## config.mk

```make
export PLATFORM = sky130hd
export DESIGN_NAME = serial_subtractor_nbit
export DESIGN_NICKNAME = d
export VERILOG_FILES = /design/src/rtl/serial_subtractor_nbit.sv
export SDC_FILE = /design/constraint.sdc
export NUM_CORES = 1
export LEC_CHECK = 0
export BUFFER_PORTS_ARGS = -buffer_cell sky130_fd_sc_hd__buf_4
export CORE_MARGIN = 2
export CORE_UTILIZATION = 40
export CTS_CLUSTER_SIZE = 20
export DETAILED_ROUTE_END_ITERATION = 7
export PLACE_DENSITY_LB_ADDON = 0.12
export SLEW_MARGIN = 5
export SYNTH_ARGS = -nofsm -noshare
export SYNTH_HDL_FRONTEND = slang
export SYNTH_SLANG_ARGS = --single-unit
```

## constraint.sdc

```tcl
create_clock -name clk -period 1.2 [get_ports clk]
set_input_delay 0.3 -clock clk [delete_from_list [all_inputs] [get_ports clk]]
set_output_delay 0.3 -clock clk [all_outputs]
set_load 0.05 [all_outputs]
```

## src/rtl/serial_subtractor_nbit.sv

```systemverilog
// Bit-serial N-bit subtractor: one full-subtractor cell computes a - b - b_in LSB first,
// with a start valid/ready handshake in and a done valid/ready handshake out.
// Optional macro SERIAL_SUB_OVF_EN adds a registered signed-overflow output ovf.
module serial_subtractor_nbit #(
    parameter int N = 4
) (
    input  logic         clk,
    input  logic         rst,
    input  logic         start_valid,
    output logic         start_ready,
    input  logic [N-1:0] a,
    input  logic [N-1:0] b,
    input  logic         b_in,
    output logic [N-1:0] d,
    output logic         b_out,
`ifdef SERIAL_SUB_OVF_EN
    output logic         ovf,
`endif
    output logic         done_valid,
    input  logic         done_ready
);

    localparam int CW = $clog2(N);
    localparam logic [CW-1:0] CNT_LAST = CW'(N - 1);

    typedef enum logic [1:0] {
        ST_IDLE = 2'd0,
        ST_RUN  = 2'd1,
        ST_DONE = 2'd2
    } state_e;

    // Full-subtractor cell: returns {borrow_out, diff}.
    function automatic logic [1:0] full_sub(input logic x, input logic y, input logic c);
        logic diff;
        logic bor;
        diff = x ^ y ^ c;
        bor  = (~x & y) | (~(x ^ y) & c);
        return {bor, diff};
    endfunction

    state_e          state_q;
    logic [N-1:0]    a_sr_q;
    logic [N-1:0]    b_sr_q;
    logic [N-2:0]    res_sr_q;
    logic [CW-1:0]   cnt_q;
    logic            borrow_q;
    logic [N-1:0]    d_q;
    logic            b_out_q;
    logic            done_valid_q;
    logic            start_ready_q;
`ifdef SERIAL_SUB_OVF_EN
    logic            ovf_q;
    logic            ovf_d;
`endif

    logic [1:0]      cell_s;
    logic            diff_d;
    logic            borrow_d;
    logic [N-1:0]    res_full_d;
    logic [N-2:0]    res_sr_d;

    // Subtractor cell on the current LSBs and the assembled result including this bit.
    always_comb begin
        cell_s     = full_sub(a_sr_q[0], b_sr_q[0], borrow_q);
        diff_d     = cell_s[0];
        borrow_d   = cell_s[1];
        res_full_d = {diff_d, res_sr_q};
        res_sr_d   = res_full_d[N-1:1];
    end

`ifdef SERIAL_SUB_OVF_EN
    // On the last RUN cycle the shift-register LSBs are the operand sign bits.
    always_comb begin
        ovf_d = (a_sr_q[0] != b_sr_q[0]) && (diff_d != a_sr_q[0]);
    end
`endif

    // Control FSM and datapath registers, all outputs registered.
    always_ff @(posedge clk) begin
        if (rst) begin
            state_q       <= ST_IDLE;
            a_sr_q        <= '0;
            b_sr_q        <= '0;
            res_sr_q      <= '0;
            cnt_q         <= '0;
            borrow_q      <= 1'b0;
            d_q           <= '0;
            b_out_q       <= 1'b0;
            done_valid_q  <= 1'b0;
            start_ready_q <= 1'b0;
`ifdef SERIAL_SUB_OVF_EN
            ovf_q         <= 1'b0;
`endif
        end else begin
            case (state_q)
                ST_IDLE: begin
                    if (start_valid && start_ready_q) begin
                        a_sr_q        <= a;
                        b_sr_q        <= b;
                        borrow_q      <= b_in;
                        res_sr_q      <= '0;
                        cnt_q         <= '0;
                        start_ready_q <= 1'b0;
                        state_q       <= ST_RUN;
                    end else begin
                        start_ready_q <= 1'b1;
                        state_q       <= ST_IDLE;
                    end
                end
                ST_RUN: begin
                    a_sr_q   <= a_sr_q >> 1;
                    b_sr_q   <= b_sr_q >> 1;
                    borrow_q <= borrow_d;
                    res_sr_q <= res_sr_d;
                    cnt_q    <= cnt_q + CW'(1);
                    if (cnt_q == CNT_LAST) begin
                        d_q          <= res_full_d;
                        b_out_q      <= borrow_d;
`ifdef SERIAL_SUB_OVF_EN
                        ovf_q        <= ovf_d;
`endif
                        done_valid_q <= 1'b1;
                        state_q      <= ST_DONE;
                    end else begin
                        state_q <= ST_RUN;
                    end
                end
                ST_DONE: begin
                    if (done_ready) begin
                        done_valid_q  <= 1'b0;
                        start_ready_q <= 1'b1;
                        state_q       <= ST_IDLE;
                    end else begin
                        state_q <= ST_DONE;
                    end
                end
                default: begin
                    done_valid_q  <= 1'b0;
                    start_ready_q <= 1'b1;
                    state_q       <= ST_IDLE;
                end
            endcase
        end
    end

    assign start_ready = start_ready_q;
    assign d           = d_q;
    assign b_out       = b_out_q;
    assign done_valid  = done_valid_q;
`ifdef SERIAL_SUB_OVF_EN
    assign ovf         = ovf_q;
`endif

endmodule

```

==> impl_metrics.py <==
metrics = {
    "run_status": {
        "status": "complete, but fails checks",
        "violations": "setup timing",
    },
    "critical_path": {
        "r2r_cells": 4,
        "crit_slowest_cell": "fa_2",
        "critPathMaxFanout": 2,
        "rrSetupSlack_ns": -0.03,
        "timing.rr.end": "res_sr_q[2]",
        "crit_path_end_kind": "flip-flop",
        "cp.buffers_inverters": 2,
        "crit_family": "adder cells",
        "path_cells": "inv_2, fa_2, inv_1, o32ai_1",
        "start_kind": "flip-flop",
        "crit_arrival_ns": 1.47,
        "worstPathRequired_ns": 1.43,
        "crit_start": "b_sr_q[0]",
        "critPathKind": "flip-flop to flip-flop",
        "crit_cells": 4,
        "worstSetupEndpoint": "res_sr_q[2]",
        "slowest_delay_ns": 0.53,
        "reg2reg_from": "b_sr_q[0]",
    },
    "timing": {
        "hold_viol_final": 0,
        "relSlewSlack_pct": 77.9,
        "fin_worst_skew_ns": 0.00161,
        "layout_setup_ws_ns": -0.0331,
        "tightest_slew_ns": 0.331,
        "fin_crit_ns": 1.23,
        "slew_viol_final": 0,
        "fin_crit_sh_pct": 103,
        "rsz0062_at_grt": "true",
        "max_freq_mhz": 811,
        "setup_viol": 2,
    },
    "logic_synthesis": {
        "avgSynthCellArea_um2": 9.39,
        "synthCells": 113,
        "synth_top_area_cell": "dfxtp_1",
        "ys_top_cells_by_area": "dfxtp_1, mux2i_1, a21oi_1",
        "mappedNetlistNets": 128,
        "synth.top_cell.area_share_pct": 43.4,
        "synthDistinctLibCells": 30,
        "ys_ff_latch": 23,
        "yosysSeqAreaShare_pct": 43.4,
        "syn_area_mm2": 0.00106,
        "yosys_warnings": 0,
    },
    "layout": {
        "stdcell_count": 173,
        "fill_cells": 221,
        "n_antenna_cell": 0,
        "area_growth_pct": 42.8,
        "design_area_mm2": 0.00152,
        "drive_gt1_share_pct": 45.5,
        "fin_nets": 159,
    },
    "place": {
        "place_inst": 165,
        "gp_congestion": 0.700,
        "place_ws_ns": -0.267,
        "port_buffers": 19,
        "placed_area_mm2": 0.00128,
        "place_hpwl_mm": 1.63,
    },
    "die": {
        "ios": 20,
        "fp.dieH_um": 55.5,
        "die_x_um": 55.5,
        "start_util_pct": 42.4,
        "core-area_mm2": 0.00250,
        "fp-row-count": 18,
        "die_area_mm2": 0.00308,
    },
    "global_routing": {
        "grt_usage_pct": 15.8,
        "grt_pass1_vias": 850,
        "grt_start_max_net_pins": 26,
        "grt_pass1_wl_mm": 3.86,
        "antenna_found_initial": 0,
        "grt_remaining_overflow": 0,
    },
    "power": {
        "leakagePower_nw": 0.660,
        "vdd_ir_drop_max_uv": 784,
        "finalPower_mw": 1.60,
        "cellPowerDensity_mw_per_mm2": 1050,
    },
    "clocking": {
        "clk_pin_slew_ns": 0.13,
        "h-tree-depth": 1,
        "ctsHoldBuffers": 0,
        "numClockSinks": 23,
        "cts_root_buf": "clkbuf_4",
        "tritoncts": "built",
        "clk_path_buf_depth": 2,
        "cts_buffers": 3,
        "clock_latency_ns": 0.31,
    },
    "worst_hold_path": {
        "hold_class": "input pin to flip-flop",
    },
    "detailed_routing": {
        "drt_iter0_markers": 18,
        "drc": 0,
        "vias_per_cell": 5.25,
        "ant_nets": 0,
        "wl_per_cell_um": 14.3,
        "dr.pass1.iters": 4,
        "drt_wl_total_mm": 2.47,
        "num_vias": 908,
    },
    "flow_run": {
        "drv_cap": 0,
    },
}
registers in the layout, indices dropped and copies added (netlist names):
name / flops
state_q: 2
d: 4
res_sr_q: 3
start_ready: 1
a_sr_q: 4
cnt_q: 2
b_out: 1
done_valid: 1
b_sr_q: 4
borrow_q: 1
layout make-up:
type / instances / area (µm²) / area share (%)
timing repair buffer: 33 / 324 / 21.4
sequential: 23 / 472 / 31.1
multi-input combinational: 73 / 617 / 40.7
inverter: 10 / 37.5 / 2.48
tap: 30 / 37.5 / 2.48
clock buffer: 3 / 22.5 / 1.49
clock inverter: 1 / 5.00 / 0.330
layout by cell type, fill, tap and decap left out, drive strengths merged, types with 3 or more instances in the layout:
cell / instances
o32ai: 3
buf: 32
dfxtp: 23
a221o: 6
nand2: 5
a21oi: 15
nand3: 3
nor2: 12
inv: 10
clkbuf: 4
mux2i: 10
nand2b: 3
metal layers:
layer,GRT usage (%),vias up,part of all wire [%]
met3,2.11,2,2.1
met1,21.5,436,48
met5,0,-,0
li1,-,460,-
met4,6.27,0,0.61
met2,25.2,10,49
synthesized netlist by cell type:
| library cell | n |
|---|---|
| fa_1 | 1 |
| nand3b_2 | 1 |
| nand3_1 | 3 |
| inv_1 | 10 |
| nand2b_1 | 3 |
| or2_0 | 1 |
| buf_6 | 2 |
| nor3_1 | 1 |
| ha_1 | 1 |
| dfxtp_1 | 23 |
| buf_2 | 3 |
| mux2i_1 | 10 |
| nand4bb_1 | 1 |
| o21ai_0 | 2 |
| o21a_1 | 1 |
| o32ai_1 | 3 |
| or3b_1 | 1 |
| o22ai_1 | 1 |
| nand3b_1 | 1 |
| or2_2 | 1 |
| a221o_1 | 6 |
| and4bb_2 | 1 |
| mux2_2 | 1 |
| a21boi_0 | 1 |
| a21oi_1 | 12 |
| clkbuf_1 | 1 |
| nor2_1 | 12 |
| buf_4 | 1 |
| nand2_1 | 5 |
| a21oi_2 | 3 |
through the flow:
| stage | TNS, ns | hold WS [ns] | util, % |
|---|---|---|---|
| 2_1_floorplan | 0 | 0.436 | - |
| 3_3_place_gp | -2.20 | 0.449 | 51.3 |
| 3_5_place_dp | -2.29 | 0.449 | 51.3 |
| 4_1_cts | -0.0728 | 0.207 | 55.8 |
| 5_1_grt | -0.189 | 0.231 | 60.6 |
| 6_report | -0.0527 | 0.221 | 60.6 |
worst min path at each step:
stage	startpoint	cells past startpoint	slack (ns)	endpoint
after global routing	a[3]	3	0.23	a_sr_q[3]
final	a[3]	3	0.22	a_sr_q[3]
after floorplan	a[3]	2	0.44	a_sr_q[3]
after global placement	done_valid	2	0.45	done_valid
after detailed placement	b_out	2	0.45	b_out
after CTS	b[3]	3	0.21	b_sr_q[3]
logic make-up after synthesis:
group           synth area share, %
flops                          43.4
simple gates                   15.7
compound gates                 19.2
buf+inv                        8.14
fa+ha+maj                      3.07
mux                            10.5
where the power goes:
group | internal, mW | total [mW] | switching [mW]
Sequential | 0.807 | 0.840 | 0.0330
Combinational | 0.205 | 0.391 | 0.185
Clock | 0.125 | 0.366 | 0.242
repair_timing:
| action | in CTS | in global routing |
|---|---|---|
| gates resized for setup | 20 | 18 |
| endpoints found under the hold margin | 0 | 0 |
| pin swaps | 1 | 5 |
| endpoints found under the setup margin | 14 | 19 |
| buffers inserted | 2 | 1 |
| gates cloned | 0 | 1 |
worst register-to-register path, delay by kind of cell (launching register included):
family                   cells  cell delay [ns]
buffers and inverters        2             0.08
flip-flops                   1             0.36
adder cells (fa/ha/maj)      1             0.53
AO/OA/AOI/OAI                1             0.19
Note: power is estimated with default switching activity, not from simulation.
